==> config.mk <==
export PLATFORM = sky130hd
export DESIGN_NAME = keypad_scan_debounce
export DESIGN_NICKNAME = d
export VERILOG_FILES = /design/src/rtl/keypad_scan_debounce.sv
export SDC_FILE = /design/constraint.sdc
export NUM_CORES = 1
export LEC_CHECK = 0
export ABC_AREA = 1
export BUFFER_PORTS_ARGS = -buffer_cell sky130_fd_sc_hd__buf_2
export CAP_MARGIN = 5
export CORE_ASPECT_RATIO = 1.1
export CORE_MARGIN = 10
export CORE_UTILIZATION = 30
export CTS_BUF_LIST = sky130_fd_sc_hd__clkbuf_16
export DETAILED_ROUTE_END_ITERATION = 10
export PLACE_DENSITY = 0.43
export SLEW_MARGIN = 5
export SYNTH_ARGS = -nofsm -noshare
export SYNTH_HDL_FRONTEND = slang
export SYNTH_SLANG_ARGS = --single-unit
export TNS_END_PERCENT = 5
==> constraint.sdc <==
create_clock -name clk -period 15.42 [get_ports clk]
set_input_delay 1.542 -clock clk [delete_from_list [all_inputs] [get_ports clk]]
set_output_delay 1.542 -clock clk [all_outputs]
set_load 0.02 [all_outputs]
==> src/rtl/keypad_scan_debounce.sv <==
// 4x4 keypad scanner: column strobing, 2-flop row sync, per-scan ghost rejection and debounce.
// Define KEYPAD_REPEAT_EN to add auto-repeat pulses while a key stays held.
module keypad_scan_debounce #(
  parameter int SCAN_DIV       = 6000,
  parameter int DEBOUNCE_SCANS = 4,
  parameter int REPEAT_DELAY   = 500,
  parameter int REPEAT_RATE    = 100
) (
  input  logic       clk,
  input  logic       rst,
  input  logic [3:0] rows,
  output logic [3:0] cols,
  output logic       key_pulse,
  output logic [3:0] key_code,
  output logic       key_held,
  output logic       scan_done
);

  localparam int DIV_W = $clog2(SCAN_DIV);
  localparam logic [4:0] NONE = 5'h10;  // bit 4 set = no valid key

  if (SCAN_DIV < 4 || DEBOUNCE_SCANS < 1 || DEBOUNCE_SCANS > 15 ||
      REPEAT_DELAY < 1 || REPEAT_DELAY > 1023 ||
      REPEAT_RATE < 1 || REPEAT_RATE > 1023) begin : g_bad_cfg
    $error("keypad_scan_debounce: parameter out of range");
  end

  logic [3:0]       rows_m, rows_s;
  logic [DIV_W-1:0] div;
  logic [1:0]       col_idx;
  logic [15:0]      snap, snap_nxt;
  logic [4:0]       cand, prev_cand, accepted;
  logic [3:0]       stable_cnt, cnt_nxt;
  logic             slot_end, scan_end, accept, rpt_fire;

  assign cols     = ~(4'b0001 << col_idx);
  assign slot_end = (div == DIV_W'(SCAN_DIV - 1));
  assign scan_end = slot_end && (col_idx == 2'd3);

  // snapshot including the column being sampled this cycle
  always_comb begin
    snap_nxt = snap;
    for (int r = 0; r < 4; r++)
      snap_nxt[{r[1:0], col_idx}] = ~rows_s[r];
  end

  // single key -> its code; zero or several keys -> none
  always_comb begin
    logic [4:0] ones;
    logic [3:0] code;
    ones = '0;
    code = '0;
    for (int i = 0; i < 16; i++) begin
      if (snap_nxt[i]) begin
        ones = ones + 5'd1;
        code = i[3:0];
      end
    end
    cand = (ones == 5'd1) ? {1'b0, code} : NONE;
  end

  assign cnt_nxt = (cand != prev_cand)  ? 4'd1 :
                   (stable_cnt == 4'd15) ? 4'd15 : stable_cnt + 4'd1;
  assign accept  = scan_end && (cnt_nxt >= 4'(DEBOUNCE_SCANS)) && (cand != accepted);

`ifdef KEYPAD_REPEAT_EN
  logic [9:0] rep_cnt, rep_inc;
  logic       rep_on;

  assign rep_inc  = rep_cnt + 10'd1;
  assign rpt_fire = scan_end && !accept && key_held &&
                    (rep_on ? (rep_inc == 10'(REPEAT_RATE)) : (rep_inc == 10'(REPEAT_DELAY)));

  always_ff @(posedge clk or posedge rst) begin
    if (rst) begin
      rep_cnt <= '0;
      rep_on  <= 1'b0;
    end else if (scan_end) begin
      if (accept || !key_held) begin
        rep_cnt <= '0;
        rep_on  <= 1'b0;
      end else if (rpt_fire) begin
        rep_cnt <= '0;
        rep_on  <= 1'b1;
      end else begin
        rep_cnt <= rep_inc;
      end
    end
  end
`else
  assign rpt_fire = 1'b0;
`endif

  always_ff @(posedge clk or posedge rst) begin
    if (rst) begin
      rows_m     <= 4'hF;
      rows_s     <= 4'hF;
      div        <= '0;
      col_idx    <= 2'd0;
      snap       <= '0;
      prev_cand  <= NONE;
      accepted   <= NONE;
      stable_cnt <= 4'd0;
      key_pulse  <= 1'b0;
      key_code   <= 4'd0;
      key_held   <= 1'b0;
      scan_done  <= 1'b0;
    end else begin
      rows_m    <= rows;
      rows_s    <= rows_m;
      scan_done <= scan_end;
      key_pulse <= (accept && !cand[4]) || rpt_fire;
      if (slot_end) begin
        div     <= '0;
        col_idx <= col_idx + 2'd1;
        snap    <= snap_nxt;
      end else begin
        div <= div + DIV_W'(1);
      end
      if (scan_end) begin
        prev_cand  <= cand;
        stable_cnt <= cnt_nxt;
      end
      if (accept) begin
        accepted <= cand;
        key_held <= !cand[4];
        if (!cand[4]) key_code <= cand[3:0];
      end
    end
  end

endmodule
# Word-level counts from Yosys, hierarchy flattened
# Cells that the tools add are included.
# totals
register_bits	60
latch_bits	0
ram_bits	0
mem_bits_ro	0
input_bits	6
out_inout_bits	11
mem_count	0
# op_classes
add_sub_neg	18
multipliers	0
n_div	0
n_lt_le_gt_ge	9
n_eq_ne	6
shift	1
muxes	47
bitwise	6
n_reduce_logical	10
# op_table
operator	n
$mux W5	16
$add A5 B1 Y5 const B	15
$bwmux W16	4
$mux W4	16
$add A13 B1 Y13 const B	1
$eq A13 B13 Y1 const B	1
$mux W13	1
$lt A4 B5 Y1 const B	2
$ne A5 B5 Y1	2
$demux W1 S2	4
$ge A4 B1 Y1 const B	2
$logic_and A1 B1 Y1	8
$mux W1	6
$eq A5 B1 Y1 const B	1
$lt A2 B5 Y1 const B	1
$lt A3 B5 Y1 const B	1
$not A1 Y1	5
$add A4 B1 Y4 const B	1
$eq A4 B4 Y1 const B	1
$ge A4 B3 Y1 const B	1
$not A4 Y4	1
$shl A1 B2 Y4 const A	1
$ge A3 B1 Y1 const B	1
$add A2 B1 Y2 const B	1
4 further kinds	4

# Depth between registers and ports, before layout
# depth
depth_word	47
mapped_depth	64

# Worst setup path after synthesis
# OpenSTA, ideal clock, no wires.
# synth_path
path_kind	reg-to-reg
startpoint	register col_idx[0]
endpoint	register key_code[0]
setup_time_ns	0.119
arrival_ns	9.272
required_time_ns	15.301
slack_ns	6.029
path_stages_with_launch	63
path_cell_list	dfrtp_1 > inv_1 > ha_1 > buf_6 > nand2_1 > o21ai_2 > ha_1 > inv_1 > nand3_1 > nand2_1 > ha_1 > or2_1 > and2_1 > ha_1 > nand2_1 > nand2_1 > ha_1 > nand2_1 > (+27 left out) > or2_2 > o21ai_0 > inv_1 > ha_1 > nor2_1 > nand2_1 > nand2_1 > nand2_2 > nor2_8 > nand3_1 > nand2_2 > nand2_2 > nor2_2 > nand3_2 > a21oi_4 > nand3_4 > nand2_1 > nand2_1
# synth_via
elab_chain_len	47
word_cells_on_any_way	82
cone_classes	15 x add/sub; 9 x order compare; 4 x eq/ne; 45 x mux; 1 x bitwise; 8 x reduce/logical
# synth_rtl
item	line_no	text
from (decl)	30	logic [1:0] col_idx;
from (signal assigned)	115	col_idx <= col_idx + 2'd1;
$lt A2 B5 Y1 (not written as such) / $ge A2 B1 Y1 (equally long branches)	44	snap_nxt[{r[1:0], col_idx}] = ~rows_s[r];
$logic_and A1 B1 Y1 (not written as such)	44	
$mux W1 (not written as such)	44	
$demux W1 S2	44	
$bwmux W16 (4 in a row)	44	
$mux W1	54	if (snap_nxt[i]) begin
$add A5 B1 Y5	55	ones = ones + 5'd1;
$mux W5	54	
(+27 left out)	--	
$mux W5	54	
$eq A5 B1 Y1	59	cand = (ones == 5'd1) ? {1'b0, code} : NONE;
$mux W5	59	
$ne A5 B5 Y1	62	assign cnt_nxt = (cand != prev_cand) ? 4'd1 :
$mux W4	62	
$ge A4 B3 Y1	64	assign accept = scan_end && (cnt_nxt >= 4'(DEBOUNCE_SCANS)) && (cand != accepted);
$logic_and A1 B1 Y1 (2 in a row)	64	
$reduce_and A2 Y1 (no line)	--	
to (signal assigned)	127	if (!cand[4]) key_code <= cand[3:0];
to (decl)	14	output logic [3:0] key_code,
# Parallel ways exist; a longest one is shown, timed or not.
# A chain may end at the register's enable or synchronous reset.

# Worst setup path in the final report
# layout_path
startpoint	register col_idx[0]
endpoint	register key_code[3]
# The elaborated chain is that of the path after synthesis.

==> results_dict.tcl <==
set metrics [dict create \
    grt.overflow.total 0 \
    setup_ws_ns 5.01 \
    initial_core_util_pct 30.3 \
    post-dp-hpwl_mm 8.64 \
    swShare_pct 23.0 \
    fmax_mhz 96.1 \
    yosysWarnings 0 \
    antenna_cells 0 \
    io-pin-count 17 \
    maxCapViolCount 0 \
    path_class "flop to flop" \
    postCtsSetupBuffers 0 \
    final_common_cell "nand2_1" \
    status "complete, no violations" \
    r2r_setup_slack_ns 5.01 \
    crit_path_start "col_idx[0]$_DFFE_PP0N_" \
    cts_max_path_buffers 2 \
    worst_ep_arrival_time_ns 10.62 \
    clock_latency_ns 0.33 \
    cts_made_buffers 9 \
    synthTopCellsByArea "dfrtp_1 (25%), nand2_1 (16%), nand2_2 (6.9%), inv_1 (6.4%), nand3_1 (5.8%)" \
    die_y_um 154 \
    synth_top_flop_cell "dfrtp_1" \
    crit_fanout 9 \
    post-route-period-util_pct 67.5 \
    place_congestion 0.825 \
    endpoint_kind "flop" \
    clock-skew-final_ns 0.00794 \
    hold_class "flop to flop" \
    routed_wl_mm 10.9 \
    cts-root-buf "clkbuf_16" \
    drt-initial-drc-count 250 \
    pre_cts_slack_ns 5.05 \
    cts_num_sinks 60 \
    layout.nets 759 \
    cp_slowest_cell "ha_1" \
    yosysTopAreaCell "dfrtp_1" \
    antenna_found_initial 0 \
    ir_worst_vdd_uv 85.2 \
    start_kind "flop" \
    port_buffers 16 \
    hold_slack_ns 0.357 \
    design.die.area_um2 22000 \
    power_frac_clock_pct 55.5 \
    post_route_cells_drive_above_1_share_pct 22.8 \
    min_period_ns 10.41 \
    stdcell_count 942 \
    drc 0 \
    holdBufCountCts 0 \
    synth_nets 738 \
    crit_top_cell "nand2_1" \
    place_inst 926 \
    grt_max_degree 61 \
    wl_per_cell_um 11.6 \
    syn_area_um2 4930 \
    syn2layout_area_growth_pct 13.7 \
    rows 49 \
    max_stage_delay_ns 0.42 \
    synthArstFlopShare_pct 100 \
    wl_met1_mm 5.26 \
    grt_pass1_wl_mm 19.7 \
    hold_viol 0 \
    rr_worst_depth 61 \
    syn_avg_cell_area_um2 6.92 \
    p_sw_w 0.000104 \
    postRouteAntennaNets 0 \
    vias_per_cell 4.59 \
    fp.dieW_um 142 \
    core_um2 16200 \
    p_total_w 0.000451 \
    synth_top_area_share_pct 25.4 \
    synth_seq_cells 60 \
    cts_max_level 3 \
    post_cts_resized 0 \
    regToRegEndpoint "key_code[3]$_DFFE_PP0P_" \
    wl_met3_um 238 \
    endpoint "key_code[3]$_DFFE_PP0P_" \
    fin_tns_setup_ns 0 \
    highest_layer "met4" \
    worst_slew_pin_slew_ns 0.781 \
    vias 4328 \
    synth_edf_count 0 \
    syn_inst 712 \
    first_global_vias 4372 \
    finalMaxSlewViolations 0 \
    p_int_w 0.000347 \
    reg2reg_from "col_idx[0]$_DFFE_PP0N_" \
    setup_viol 0 \
    leakage_nw 2.93 \
    track_usage_pct 10.5 \
    clk_pin_slew_worst_paths_ns 0.06 \
    p_per_area_nw_per_um2 80.5 \
    yosysUniqueCellTypes 40 \
    cp_data_required_time_ns 15.63 \
    relSlewSlack_pct 48.0 \
    yosysSeqAreaShare_pct 30.7 \
    combPwrFrac_pct 8.9 \
    rsz0062_at_grt "false" \
    seqPwrFrac_pct 35.6 \
    final_cell_mix "nand2_1 (205), inv_1 (83), nand3_1 (57), nand2_2 (54), nor2_1 (53)" \
    tritoncts "built" \
    wl_met2_mm 5.26 \
    dr.pass1.iters 5 \
]
==> synthesized netlist by cell type (3+ instances only) <==
cell type	n
nor2_2	3
inv_2	16
or2_2	7
buf_4	3
o21ai_2	4
o21a_1	3
nor2_1	53
xor2_1	3
o21ai_0	41
nor4_1	3
nor3_1	6
nand3_2	19
dfrtp_1	50
nand2_2	54
nand2_4	8
nand3b_1	6
ha_1	20
o21ai_1	3
nand2_1	205
a21oi_1	13
nand3_4	5
nand3_1	57
dfstp_2	10
inv_1	84
nand4_1	12
clkbuf_1	4
==> worst min-delay path by stage <==
stage | start | to | slack (ns) | cells past startpoint
2_1_floorplan | rows_m[0]$_DFF_PP1_ | rows_s[0]$_DFF_PP1_ | 0.35 | 0
4_1_cts | rows_m[2]$_DFF_PP1_ | rows_s[2]$_DFF_PP1_ | 0.36 | 0
5_1_grt | rows_m[0]$_DFF_PP1_ | rows_s[0]$_DFF_PP1_ | 0.36 | 0
3_3_place_gp | rows_m[0]$_DFF_PP1_ | rows_s[0]$_DFF_PP1_ | 0.35 | 0
3_5_place_dp | rows_m[2]$_DFF_PP1_ | rows_s[2]$_DFF_PP1_ | 0.35 | 0
6_report | rows_m[2]$_DFF_PP1_ | rows_s[2]$_DFF_PP1_ | 0.36 | 0
==> worst max-delay path: cells and delay by family (launching register included) <==
kind / cells / cell delay [ns]
flip-flops: 1 / 0.40
adder cells (fa/ha/maj): 15 / 4.24
buffers and inverters: 4 / 0.33
AND/OR/NAND/NOR: 38 / 4.52
AO/OA/AOI/OAI: 4 / 0.78
==> power by group through the flow <==
stage,registers [W],clock network [W],logic (W)
floorplan,0.000163,0,0.0000330
global placement,0.000163,0,0.0000404
detailed placement,0.000163,0,0.0000409
CTS,0.000160,0.000258,0.0000410
global route,0.000161,0.000263,0.0000472
finish,0.000160,0.000250,0.0000403
==> registers in the layout, indices dropped and copies added (netlist names) <==
register    cells
snap           16
div            13
accepted        5
prev_cand       5
key_code        4
rows_m          4
rows_s          4
stable_cnt      4
col_idx         2
key_held        1
key_pulse       1
scan_done       1
==> cells by family after synthesis <==
| kind of cell | share of synthesized area [%] |
|---|---|
| AND/OR/NAND/NOR | 45.8 |
| buffers and inverters | 8.73 |
| flip-flops | 30.7 |
| XOR/XNOR | 0.711 |
| AO/OA/AOI/OAI | 8.96 |
| adder cells (fa/ha/maj) | 5.08 |
==> stage by stage <==
| stage | instance area (um^2) | util, % |
|---|---|---|
| detailed placement | 5230 | 32.2 |
| floorplan | 4930 | - |
| CTS | 5600 | 34.5 |
| global route | 5600 | 34.5 |
| global placement | 5230 | 32.2 |
| finish | 5600 | 34.5 |
==> per-layer routing <==
layer	vias up	track usage, %
li1	2332	-
met2	38	18.1
met4	0	3.99
met5	-	0
met3	11	1.62
met1	1947	12.9
==> area by class of cell <==
class	count	area, um^2
Fill cell	1725	10600
Sequential cell	60	1510
Clock buffer	9	225
Tap cell	204	255
Clock inverter	7	146
Multi-Input combinational cell	543	2990
Inverter	101	382
Timing Repair Buffer	18	95.1
No activity file was read; power rests on OpenSTA's default activity.
